## src/rtl/gfe_row_scale.sv

```systemverilog
// gfe_row_scale: row normalisation after the GF(3) pivot inverter.
// Latches the pivot inverse, then scales one row of N GF(3) elements
// (codes 0/1/2) by it through a valid/ready stream. A zero or illegal
// pivot raises the sticky singular flag and no row is accepted.
// Optional build macro: GFE_ROW_SCALE_SKID_EN selects a 2-entry skid
// buffer output stage with a registered din_ready. Without it the output
// is a single register and din_ready depends combinationally on dout_ready.
module gfe_row_scale #(
  parameter int N = 8
) (
  input  logic       clk,
  input  logic       rst,
  input  logic       pivot_valid,
  input  logic [1:0] inv_in,
  input  logic       inv_en,
  input  logic [1:0] din,
  input  logic       din_valid,
  output logic       din_ready,
  output logic [1:0] dout,
  output logic       dout_valid,
  input  logic       dout_ready,
  output logic       dout_last,
  output logic       singular,
  output logic       busy
);

  localparam int DATA_W = 2;
  localparam int COEF_W = 2;
  localparam int CNT_W  = (N > 1) ? $clog2(N) : 1;
  localparam logic [CNT_W-1:0] CNT_LAST = CNT_W'(N - 1);

  // GF(3) product; the unused code 2'b11 on either operand yields 0.
  function automatic logic [DATA_W-1:0] gf3_mul(input logic [DATA_W-1:0] a,
                                                input logic [COEF_W-1:0] b);
    logic [DATA_W-1:0] r;
    r = '0;
    if (a == 2'd0 || a == 2'd3 || b == 2'd0 || b == 2'd3) begin
      r = '0;
    end else if (a == 2'd1) begin
      r = b;
    end else if (b == 2'd1) begin
      r = a;
    end else begin
      r = 2'd1;
    end
    return r;
  endfunction

  // A pivot is usable only when the inverter flagged it and the code is legal.
  function automatic logic pivot_ok(input logic en, input logic [COEF_W-1:0] inv);
    return en && (inv != 2'b11);
  endfunction

  typedef enum logic {
    IDLE  = 1'b0,
    SCALE = 1'b1
  } state_t;

  state_t              state, state_nxt;
  logic [CNT_W-1:0]    cnt, cnt_nxt;
  logic [COEF_W-1:0]   scale, scale_nxt;
  logic                sing_r, sing_nxt;
  logic                accept;
  logic [DATA_W-1:0]   prod_p0;
  logic                last_p0;

  // ---- stage p0: input acceptance and multiply ----
  assign accept  = din_valid && din_ready;
  assign prod_p0 = gf3_mul(din, scale);
  assign last_p0 = (cnt == CNT_LAST);

  // Control state register: FSM, element counter, latched inverse, singular flag.
  always_ff @(posedge clk) begin
    if (rst) begin
      state  <= IDLE;
      cnt    <= '0;
      scale  <= '0;
      sing_r <= 1'b0;
    end else begin
      state  <= state_nxt;
      cnt    <= cnt_nxt;
      scale  <= scale_nxt;
      sing_r <= sing_nxt;
    end
  end

  // Next-state logic: pivots are only looked at in IDLE; a row ends on its Nth accept.
  always_comb begin
    state_nxt = state;
    cnt_nxt   = cnt;
    scale_nxt = scale;
    sing_nxt  = sing_r;
    case (state)
      IDLE: begin
        if (pivot_valid) begin
          if (pivot_ok(inv_en, inv_in)) begin
            scale_nxt = inv_in;
            sing_nxt  = 1'b0;
            cnt_nxt   = '0;
            state_nxt = SCALE;
          end else begin
            sing_nxt  = 1'b1;
          end
        end
      end
      SCALE: begin
        if (accept) begin
          if (last_p0) begin
            cnt_nxt   = '0;
            state_nxt = IDLE;
          end else begin
            cnt_nxt   = cnt + CNT_W'(1);
          end
        end
      end
      default: begin
        state_nxt = IDLE;
      end
    endcase
  end

  assign singular = sing_r;

`ifdef GFE_ROW_SCALE_SKID_EN

  logic [DATA_W-1:0] buf_d_p1 [2];
  logic              buf_l_p1 [2];
  logic              rd_ptr, wr_ptr;
  logic [1:0]        occ, occ_nxt;
  logic              rdy_r;
  logic              vld_p1;
  logic              pop;

  // ---- stage p1: two-entry skid buffer ----
  assign vld_p1 = (occ != 2'd0);
  assign pop    = vld_p1 && dout_ready;

  // Occupancy after this cycle's push/pop.
  always_comb begin
    occ_nxt = occ;
    if (accept && !pop) begin
      occ_nxt = occ + 2'd1;
    end else if (!accept && pop) begin
      occ_nxt = occ - 2'd1;
    end
  end

  // Buffer entries carry their last flag; ready is precomputed from next occupancy.
  always_ff @(posedge clk) begin
    if (rst) begin
      buf_d_p1[0] <= '0;
      buf_d_p1[1] <= '0;
      buf_l_p1[0] <= 1'b0;
      buf_l_p1[1] <= 1'b0;
      rd_ptr      <= 1'b0;
      wr_ptr      <= 1'b0;
      occ         <= 2'd0;
      rdy_r       <= 1'b0;
    end else begin
      if (accept) begin
        buf_d_p1[wr_ptr] <= prod_p0;
        buf_l_p1[wr_ptr] <= last_p0;
        wr_ptr           <= ~wr_ptr;
      end
      if (pop) begin
        rd_ptr <= ~rd_ptr;
      end
      occ   <= occ_nxt;
      rdy_r <= (state_nxt == SCALE) && (occ_nxt < 2'd2);
    end
  end

  assign din_ready  = rdy_r;
  assign dout       = buf_d_p1[rd_ptr];
  assign dout_valid = vld_p1;
  assign dout_last  = buf_l_p1[rd_ptr] && vld_p1;
  assign busy       = (state != IDLE) || vld_p1;

`else

  logic [DATA_W-1:0] dout_p1;
  logic              vld_p1;
  logic              last_p1;

  // ---- stage p1: single output register ----
  // Load on accept, drop valid once consumed, otherwise hold.
  always_ff @(posedge clk) begin
    if (rst) begin
      dout_p1 <= '0;
      vld_p1  <= 1'b0;
      last_p1 <= 1'b0;
    end else if (accept) begin
      dout_p1 <= prod_p0;
      vld_p1  <= 1'b1;
      last_p1 <= last_p0;
    end else if (dout_ready) begin
      vld_p1  <= 1'b0;
      last_p1 <= 1'b0;
    end
  end

  assign din_ready  = (state == SCALE) && (!vld_p1 || dout_ready);
  assign dout       = dout_p1;
  assign dout_valid = vld_p1;
  assign dout_last  = last_p1;
  assign busy       = (state != IDLE) || vld_p1;

`endif

endmodule

```

## config.mk

```make
export PLATFORM = sky130hd
export DESIGN_NAME = gfe_row_scale
export DESIGN_NICKNAME = d
export VERILOG_FILES = /design/src/rtl/gfe_row_scale.sv
export SDC_FILE = /design/constraint.sdc
export NUM_CORES = 1
export LEC_CHECK = 0
export CORE_AREA = 10 10 47 49
export CTS_BUF_LIST = sky130_fd_sc_hd__clkbuf_16
export CTS_CLUSTER_DIAMETER = 30
export CTS_CLUSTER_SIZE = 25
export DETAILED_ROUTE_END_ITERATION = 10
export DIE_AREA = 0 0 57 59
export PLACE_DENSITY = 0.72
export RECOVER_POWER = 100
export SYNTH_ARGS = -nofsm -noshare
export SYNTH_HDL_FRONTEND = slang
export SYNTH_SLANG_ARGS = --single-unit
```

## constraint.sdc

```tcl
create_clock -name clk -period 2.1 [get_ports clk]
set_input_delay 0.525 -clock clk [delete_from_list [all_inputs] [get_ports clk]]
set_output_delay 0.525 -clock clk [all_outputs]
set_load 0.05 [all_outputs]
```

Word level (Yosys, flattened, before mapping)
Index checks and enable logic that the tools add are counted.
{"block": "word_totals", "regBits": 11, "inputBits": 10, "out_inout_bits": 7, "elab_cells": 50}
{"block": "op_classes", "n_addsub": 1, "n_eq_ne": 9, "n_mux": 17, "bitwise": 1, "reduce_logical": 15}
{"cell": "$mux W3", "n": 4}
{"cell": "$mux W1", "n": 8}
{"cell": "$mux W2", "n": 3}
{"cell": "$ne A2 B2 Y1 const B", "n": 3}
{"cell": "$pmux W3 S2", "n": 1}
{"cell": "$reduce_and A3 Y1", "n": 2}
{"cell": "$logic_or A1 B1 Y1", "n": 5}
{"cell": "$eq A2 B1 Y1 const B", "n": 2}
{"cell": "$eq A2 B2 Y1 const B", "n": 2}
{"cell": "$logic_not A2 Y1", "n": 2}
{"cell": "$add A3 B1 Y3 const B", "n": 1}
{"cell": "$eq A3 B3 Y1 const B", "n": 1}
{"cell": "$logic_and A1 B1 Y1", "n": 3}
{"cell": "$ne A2 B1 Y1 const B", "n": 1}
{"cell": "$pmux W1 S2", "n": 1}
{"cell": "$reduce_and A2 Y1", "n": 1}
{"cell": "$reduce_bool A2 Y1", "n": 1}
{"cell": "$logic_not A1 Y1", "n": 1}
{"cell": "$not A1 Y1", "n": 1}

Logic depth before layout (Yosys ltp)
Gate-level depths: netlist of the first run.
{"block": "logic_depth", "ltp_word": 6, "depth_mapped": 6, "ltp_nobuf": 6}

Least setup slack after synthesis of the first run
No wires, ideal clock.
{"block": "synth_path", "path_kind": "reg2out", "from": "register vld_p1, in the netlist dout_valid", "to": "output port din_ready", "arrival_time_ns": 1.300, "t_required_ns": 1.575, "path_slack_ns": 0.275, "stages_incl_launch_ff": 3, "n_path_buf": 0, "path_cell_list": "dfxtp_1 > or2b_4 > and2_1"}
{"block": "synth_via", "elab_chain_len": 3}
{"item": "start, declared", "line_no": "182", "text": "logic vld_p1;"}
{"item": "start signal, assigned", "line_no": "190", "text": "vld_p1 <= 1'b0;"}
{"item": "start signal, assigned", "line_no": "194", "text": "vld_p1 <= 1'b1;"}
{"item": "start signal, assigned", "line_no": "197", "text": "vld_p1 <= 1'b0;"}
{"item": "$logic_not A1 Y1", "line_no": "202", "text": "assign din_ready = (state == SCALE) && (!vld_p1 || dout_ready);"}
{"item": "$logic_or A1 B1 Y1", "line_no": "202"}
{"item": "$logic_and A1 B1 Y1", "line_no": "202"}
{"item": "end, declared", "line_no": "18", "text": "output logic din_ready,"}
Every way passes these cells.

Worst setup path after layout of the first run
{"block": "layout_path", "from": "input port dout_ready", "to": "output port din_ready"}
{"block": "layout_via", "elab_chain_len": 2}
{"item": "start, declared", "line_no": "21", "text": "input logic dout_ready,"}
{"item": "$logic_or A1 B1 Y1", "line_no": "202"}
{"item": "$logic_and A1 B1 Y1", "line_no": "202"}
Every way passes these cells.

==> flow_summary.ini, run 1 <==
[worst_setup_path]
worstPathArrival_ns = 1.52
crit_chain = clkdlybuf4s50_1 -> or2b_4 -> and2_1 -> buf_4
startpoint_type = primary input
cp-end-kind = primary output
crit_path_max_incr_delay_ns = 0.41
worst_ep_required_time_ns = 1.57
cp.buffers_inverters = 2
slowest_stage = clkdlybuf4s50_1
critical_path_class = in2out
worstPathMaxFanout = 2
crit_family = buffers and inverters

[global_route]
antenna_found_initial = 0
overflow = 0
grt_pass1_wl_microns = 2320
grt_max_degree = 13
grt_pass1_vias = 569
grtUsageTotal_pct = 8.63

[timing]
rsz0062_at_grt = no
worst_slew_pin_slew_ns = 0.595
hold_viol = 0
slew_viol_final = 0
final.setup.tns_ns = 0
fmax_mhz = 488
post-route-period-util_pct = 97.5
clock_skew_ns = 0.00121
max_slew_margin_pct = 60.5
hold-worst-slack_ns = 0.477
period_minus_slack_ns = 2.05
finalSetupViolations = 0

[cts]
cts_tree = built
root_buffer = clkbuf_16
cts_hold_buffers = 0
cts-htree-levels = 1
cts_resized = 0
post-cts-setup-buffers = 0
cts_max_path_buffers = 2
clock-sinks = 11
clk_pin_slew_worst_paths_ns = 0.04
cts_buffers = 3
clkLatencyLatePin_ns = 0.24

[power]
p_sw_mw = 0.149
p_comb_share_pct = 12.8
p_per_area_nw_per_um2 = 816
seqPwrFrac_pct = 34.0
p_int_mw = 0.506
clockPowerShare_pct = 53.3
irDropWorstVdd_mv = 0.553
switching_share_pct = 22.8
p_leak_nw = 0.328

[floorplanning]
ios = 17
core_sq_um = 1400
initial_core_util_pct = 38.8
row_count = 14
dieArea_sq_um = 3360
die_w_microns = 57
dieHeight_microns = 59

[synthesis]
ys.warnings.count = 0
synthTopCellsByArea = dfxtp_1 (41%), a21oi_1 (7.4%), ha_1 (6.9%), mux2i_1 (5.5%), nor2_1 (3.5%)
synth.yosys.seq_area_share_pct = 40.6
dominantRegCellSynth = dfxtp_1
ys_seq_elements = 11
synth.net_count = 73
synth_edf_count = 0
async_flop_share_pct = 0
netlist_area_sq_um = 543
yosysTopAreaCell = dfxtp_1
ys_types = 28
synth_top_area_share_pct = 40.6
avgSynthCellArea_sq_um = 9.05
synthCells = 60

[detailed_routing]
num_vias = 514
drtAntennaViolNets = 0
first_pass_iters = 2
initialDrtViolationCount = 5
wl_per_cell_microns = 13.7
drc = 0
routed_wl_microns = 1330
avgViaCountPerCell = 5.30

[placement]
port_buffers = 16
gp_congestion = 0.669
dp_hpwl_microns = 1080

[final_layout]
final_cell_mix = dfxtp_1 (11), a21oi_1 (8), clkdlybuf4s50_1 (8)
regArea_sq_um = 220
fillers = 137
fin_util_pct = 57.2
final_common_cell = dfxtp_1
nets = 95
area_delta_synth_final_pct = 47.7
drive_gt1_share_pct = 12.3
n_antenna_cell = 0
multiInputGateArea_sq_um = 304

[hold_path]
hp-class = reg2reg

[run]
cap_violations = 0

[status]
status = finished clean
## path summary, 6_finish.rpt
check | end | slack, ns | from | cells past startpoint
setup / recovery | din_ready | 0.05 | dout_ready | 4
hold reg to reg | dout[1]$_SDFFE_PP0P_ | 0.48 | dout[1]$_SDFFE_PP0P_ | 2
hold / removal | dout[1]$_SDFFE_PP0P_ | 0.48 | dout[1]$_SDFFE_PP0P_ | 2
setup reg to reg | dout[1]$_SDFFE_PP0P_ | 0.54 | dout_valid$_SDFFE_PP0P_ | 5
## Yosys cell counts (2+ instances only)
cell type   n
nor2_1      5
dfxtp_1    11
nand2_1     2
o21ai_0     3
mux2i_1     3
a21oi_1     8
ha_1        3
nand3_1     2
clkbuf_1    2
inv_1       3
## registers in the layout, summed over array words and instances (netlist names)
| signal | flops |
|---|---|
| scale | 2 |
| dout | 2 |
| cnt | 3 |
| state | 1 |
| dout_last | 1 |
| singular | 1 |
| dout_valid | 1 |
## area by class of cell
class,instances,area share [%]
multi-input cells,44,37.9
flip-flops and latches,11,27.5
repair buffers,19,20.7
clock buffers,3,9.36
well taps,16,2.50
inverters,3,1.40
clock inverters,1,0.624
## worst register-to-register path, cell delays in order, from the launching register on
cell and delay, ns:
dfxtp_1 0.31, or2b_4 0.20, clkbuf_1 0.24, nand2_4 0.07, or4_1 0.50, a21oi_1 0.16
## power by group through the flow
stage	registers [mW]	logic, mW	clock network, mW
finish	0.222	0.0837	0.349
floorplan	0.233	0.0429	0
global placement	0.226	0.0870	0
CTS	0.222	0.0883	0.356
global route	0.223	0.0916	0.364
detailed placement	0.226	0.0879	0
## kinds of logic after synthesis
kind of cell | after synthesis | share of synthesized area, %
xor gates and xnor gates | 1 | 1.61
DFF | 11 | 40.6
AOI/OAI and AO/OA | 14 | 15.0
adders and majority gates | 3 | 6.91
buffers and inverters | 5 | 3.46
muxes | 3 | 5.53
and+or+nand+nor | 23 | 27.0
## through the flow
stage | std cells | cell area, sq um | power (mW) | worst slack, ns
floorplan | 60 | 543 | 0.276 | 0.275
global placement | 93 | 733 | 0.313 | -0.0678
detailed placement | 93 | 733 | 0.314 | -0.148
CTS | 97 | 813 | 0.667 | 0.0443
global route | 97 | 802 | 0.679 | 0.00310
finish | 97 | 802 | 0.655 | 0.0524
## metal layers
metal	global-route usage [%]	vias to the layer above	part of all wire, %
met5	0	-	0
met4	5.03	0	1.4
met3	3.43	2	5.1
met2	16.3	11	53
met1	7.56	239	40
li1	-	262	-
No activity file was read; power rests on OpenSTA's default activity.
==> run 2, diff against run 1 <==
--- a/config.mk
+++ b/config.mk
@@ -5,13 +5,13 @@
 export SDC_FILE = /design/constraint.sdc
 export NUM_CORES = 1
 export LEC_CHECK = 0
-export CORE_AREA = 10 10 47 49
+export CORE_MARGIN = 5
+export CORE_UTILIZATION = 39
 export CTS_BUF_LIST = sky130_fd_sc_hd__clkbuf_16
 export CTS_CLUSTER_DIAMETER = 30
 export CTS_CLUSTER_SIZE = 25
 export DETAILED_ROUTE_END_ITERATION = 10
-export DIE_AREA = 0 0 57 59
-export PLACE_DENSITY = 0.72
+export PLACE_DENSITY = 0.69
 export RECOVER_POWER = 100
 export SYNTH_ARGS = -nofsm -noshare
 export SYNTH_HDL_FRONTEND = slang
==> run 2 against run 1 <==
  * Critical path depth is the same
  * Via count shrank 4.7%
  * Global-route usage grew 3.6 points
  * Die area shrank 33%
  * Fmax shrank 0.40%
  * Utilization grew 4.6 points
  * Count of clock-buffer cells in the layout is the same
  * Flip-flop and latch count is the same
  * Sequential share of layout area shrank 0.085 points
  * Sequential power is essentially flat
==> flow_summary.ini, run 2 (synthesis results as in run 1) <==
[status]
status = finished clean

[detailed_routing]
initialDrtViolationCount = 4
first_pass_iters = 3
num_vias = 490
routed_wl_microns = 1150
wl_per_cell_microns = 12.0
avgViaCountPerCell = 5.10
drc = 0
drtAntennaViolNets = 0

[floorplanning]
initial_core_util_pct = 41.7
row_count = 13
core_sq_um = 1300
dieArea_sq_um = 2240
ios = 17
die_w_microns = 47.3
dieHeight_microns = 47.3

[cts]
cts_buffers = 3
clkLatencyLatePin_ns = 0.23
cts_tree = built
root_buffer = clkbuf_16
cts_hold_buffers = 0
post-cts-setup-buffers = 0
cts-htree-levels = 1
clk_pin_slew_worst_paths_ns = 0.04
cts_max_path_buffers = 2
clock-sinks = 11

[power]
irDropWorstVdd_mv = 0.621
p_per_area_nw_per_um2 = 800
power_mw = 0.643
p_leak_nw = 0.337

[global_route]
overflow = 0
grtUsageTotal_pct = 12.2
antenna_found_initial = 0
grt_max_degree = 13
grt_pass1_vias = 503
grt_pass1_wl_microns = 1970

[placement]
dp_hpwl_microns = 887
gp_congestion = 0.813
port_buffers = 16

[timing]
max_slew_margin_pct = 60.9
slew_viol_final = 0
final.setup.tns_ns = 0
rsz0062_at_grt = no
clock_skew_ns = 0.00353
worst_slew_pin_slew_ns = 0.589
finalSetupViolations = 0
period_minus_slack_ns = 2.06
post-route-period-util_pct = 97.9
hold-worst-slack_ns = 0.453
fmax_mhz = 486
hold_viol = 0

[final_layout]
largest-register = cnt
largest_reg_flops = 3
drive_gt1_share_pct = 12.3
final_common_cell = dfxtp_1
final_cell_mix = dfxtp_1 (11), a21oi_1 (8), clkdlybuf4s50_1 (7)
area_delta_synth_final_pct = 48.2
n_antenna_cell = 0
nets = 95
fillers = 125

[worst_setup_path]
worstPathMaxFanout = 2
worstPathArrival_ns = 1.53
startpoint_type = primary input
critical_path_class = in2out
crit_chain = clkdlybuf4s50_1 -> or2b_4 -> and2_1 -> buf_4
crit_path_max_incr_delay_ns = 0.41
worst_ep_required_time_ns = 1.57
cp-end-kind = primary output
slowest_stage = clkdlybuf4s50_1

[hold_path]
hp-class = reg2reg

[run]
cap_violations = 0
[run 2: changes by cell type in the layout (fill, tap and decap cells not counted), sizes merged]
cell,change
inv,+1
clkdlybuf4s50,-1
dlymetal6s2s,+1
clkinv,-1
[run 2: routing by layer]
metal  vias up  GRT usage (%)  share of wire [%]
met5         -              0                  0
met1       222           15.9                 48
met2         8           19.5                 46
li1        258              -                  -
met4         0           3.31               0.61
met3         2           3.45                5.0
[run 2: per-stage QoR]
step	instance area, sq um	utilization, %	cells	setup WS [ns]
global route	805	61.8	96	0.0103
finish	805	61.8	96	0.0443
global placement	732	56.3	92	-0.0709
CTS	811	62.3	96	0.0379
floorplan	543	-	60	0.275
detailed placement	732	56.3	92	-0.0946
[run 2: worst paths after layout]
path	start	endpoint	slack, ns	depth (start not counted)
worst max register to register	dout_valid$_SDFFE_PP0P_	cnt[0]$_SDFFE_PP0P_	0.60	6
worst min-delay path	dout[1]$_SDFFE_PP0P_	dout[1]$_SDFFE_PP0P_	0.45	2
worst max-delay path	dout_ready	din_ready	0.04	4
worst min register to register	dout[1]$_SDFFE_PP0P_	dout[1]$_SDFFE_PP0P_	0.45	2
[run 2: worst max-delay path, delay by kind of cell]
family,cells,cell delay [ns]
buf+inv,2,0.59
simple gates,2,0.41
[run 2: what timing repair did]
item / CTS / global route
endpoints found under the hold margin: 0 / 0
endpoints found under the setup margin: 0 / 1
resized for setup: 0 / 3
[run 2: final cells by class]
class                      instances  area (sq um)  share of cell area [%]
tap                               15          18.8                    2.33
multi-input combinational         44           307                    38.1
clock buffer                       3          75.1                    9.33
timing repair buffer              19           169                    21.0
inverter                           3          11.3                    1.40
clock inverter                     1          3.75                   0.467
sequential                        11           220                    27.4
[run 2: where the power goes]
group	leakage, nW	switching (mW)	internal [mW]
combinational	0.205	0.0465	0.0371
sequential	0.0893	0.00588	0.216
clock	0.0423	0.0883	0.249
==> run 3, diff against run 2 <==
--- a/config.mk
+++ b/config.mk
@@ -5,13 +5,13 @@
 export SDC_FILE = /design/constraint.sdc
 export NUM_CORES = 1
 export LEC_CHECK = 0
+export CORE_ASPECT_RATIO = 1.2
 export CORE_MARGIN = 5
-export CORE_UTILIZATION = 39
+export CORE_UTILIZATION = 25
 export CTS_BUF_LIST = sky130_fd_sc_hd__clkbuf_16
 export CTS_CLUSTER_DIAMETER = 30
 export CTS_CLUSTER_SIZE = 25
 export DETAILED_ROUTE_END_ITERATION = 10
-export PLACE_DENSITY = 0.69
 export RECOVER_POWER = 100
 export SYNTH_ARGS = -nofsm -noshare
 export SYNTH_HDL_FRONTEND = slang
==> run 3 against run 2 <==
  * Cell area rose by 1.9%
  * Register-to-register slack barely moved
  * Power rose by 1.6%
  * Routed wire length rose by 11%
  * Count of clock-buffer cells in the layout did not move
  * Global-route usage fell by 3.2 points
  * Clock skew fell by 0.0025 ns
  * Flip-flop and latch count did not move
  * Worst setup slack improved by 0.0054 ns
  * Critical path type unchanged
  * Critical endpoint unchanged
==> flow_summary.ini, run 3 (synthesis results as in run 1) <==
[hold_path]
holdPathEnd = dout[1]$_SDFFE_PP0P_
hp-class = reg2reg
hold_depth = 2
min_from = dout[1]$_SDFFE_PP0P_

[worst_setup_path]
rr_worst_depth = 6
cp.buffers_inverters = 2
reg2reg_slack_ns = 0.59
reg2reg_from = dout_valid$_SDFFE_PP0P_
slowest_stage = clkdlybuf4s50_1
crit_family = buffers and inverters
cp-end-kind = primary output
worstPathArrival_ns = 1.53
worstPathMaxFanout = 2
rr_endpoint = cnt[0]$_SDFFE_PP0P_
cp-startpoint = dout_ready
worst_ep_required_time_ns = 1.57
crit_path_max_incr_delay_ns = 0.41
startpoint_type = primary input
critical_path_class = in2out
crit_chain = clkdlybuf4s50_1 -> or2b_4 -> and2_1 -> buf_4

[timing]
clock_skew_ns = 0.00108
period_minus_slack_ns = 2.05
slew_viol_final = 0
post-route-period-util_pct = 97.6
final.setup.tns_ns = 0
fmax_mhz = 488
rsz0062_at_grt = no
hold_viol = 0
finalSetupViolations = 0
worst_slew_pin_slew_ns = 0.603
max_slew_margin_pct = 60.0

[cts]
cts_buffers = 3
cts_max_path_buffers = 2
cts_tree = built
clk_pin_slew_worst_paths_ns = 0.04
cts-htree-levels = 1
root_buffer = clkbuf_16
cts_resized = 0
post-cts-setup-buffers = 0
clkLatencyLatePin_ns = 0.24
cts_hold_buffers = 0
clock-sinks = 11

[floorplanning]
die_w_microns = 52.5
dieArea_sq_um = 3210
row_count = 18
core_sq_um = 2070
initial_core_util_pct = 26.2
ios = 17
dieHeight_microns = 61.1

[final_layout]
final_common_cell = dfxtp_1
largest-register = cnt
area_delta_synth_final_pct = 50.9
fin_util_pct = 39.6
final_cell_mix = dfxtp_1 (11), a21oi_1 (8), clkdlybuf4s50_1 (8)
fillers = 214
drive_gt1_share_pct = 12.3
largest_reg_flops = 3
nets = 95
n_antenna_cell = 0

[detailed_routing]
drc = 0
drtAntennaViolNets = 0
wl_per_cell_microns = 11.5
num_vias = 498
first_pass_iters = 4
routed_wl_microns = 1270
avgViaCountPerCell = 4.49
initialDrtViolationCount = 8

[power]
p_per_area_nw_per_um2 = 798
irDropWorstVdd_mv = 0.513
p_leak_nw = 0.328
power_mw = 0.654

[global_route]
grt_pass1_wl_microns = 2080
grt_max_degree = 13
antenna_found_initial = 0
overflow = 0
grt_pass1_vias = 471
grtUsageTotal_pct = 8.98

[run]
cap_violations = 0

[placement]
port_buffers = 16
gp_congestion = 0.797
dp_hpwl_microns = 935

[status]
status = finished clean
[run 3: worst reg2reg max path, delay by kind of cell, from the launching register on]
kind                   cells  cell delay, ns
and+or+nand+nor            3            0.57
buffers and inverters      2            0.42
DFF                        1            0.30
AOI/OAI and AO/OA          1            0.14
[run 3: power breakdown]
group	internal (mW)	switching [mW]	total (mW)	leakage [nW]
Sequential	0.216	0.00595	0.222	0.0893
Clock	0.252	0.0952	0.347	0.0409
Combinational	0.0371	0.0474	0.0845	0.198
[run 3: metal layers]
| metal | part of all wire (%) | up-vias | track usage, % |
|---|---|---|---|
| met5 | 0 | - | 0 |
| met4 | 1.0 | 0 | 4.38 |
| met3 | 5.9 | 2 | 3.63 |
| met2 | 52 | 16 | 16.0 |
| met1 | 41 | 223 | 9.08 |
| li1 | - | 257 | - |
[run 3: final cells by class]
cell class                      count  area (sq um)  area share (%)
Clock buffer                        3          75.1            9.16
Clock inverter                      1          5.00           0.611
Tap cell                           30          37.5            4.58
Timing Repair Buffer               19           166            20.3
Multi-Input combinational cell     44           304            37.1
Sequential cell                    11           220            26.9
Inverter                            3          11.3            1.37
[run 3: worst max path at each step]
stage | to | slack (ns) | cells past startpoint
2_1_floorplan | din_ready | 0.27 | 2
6_report | din_ready | 0.05 | 4
4_1_cts | din_ready | 0.04 | 4
5_1_grt | din_ready | 0.002 | 4
3_3_place_gp | dout[1]$_SDFFE_PP0P_ | -0.07 | 7
3_5_place_dp | dout[1]$_SDFFE_PP0P_ | -0.14 | 7
[run 3: metrics by stage]
step	cells	setup slack [ns]	hold slack, ns	cell area, sq um
2_1_floorplan	60	0.275	0.458	543
3_3_place_gp	107	-0.0657	0.449	751
3_5_place_dp	107	-0.137	0.455	751
4_1_cts	111	0.0396	0.461	831
5_1_grt	111	0.00184	0.479	820
6_report	111	0.0496	0.454	820
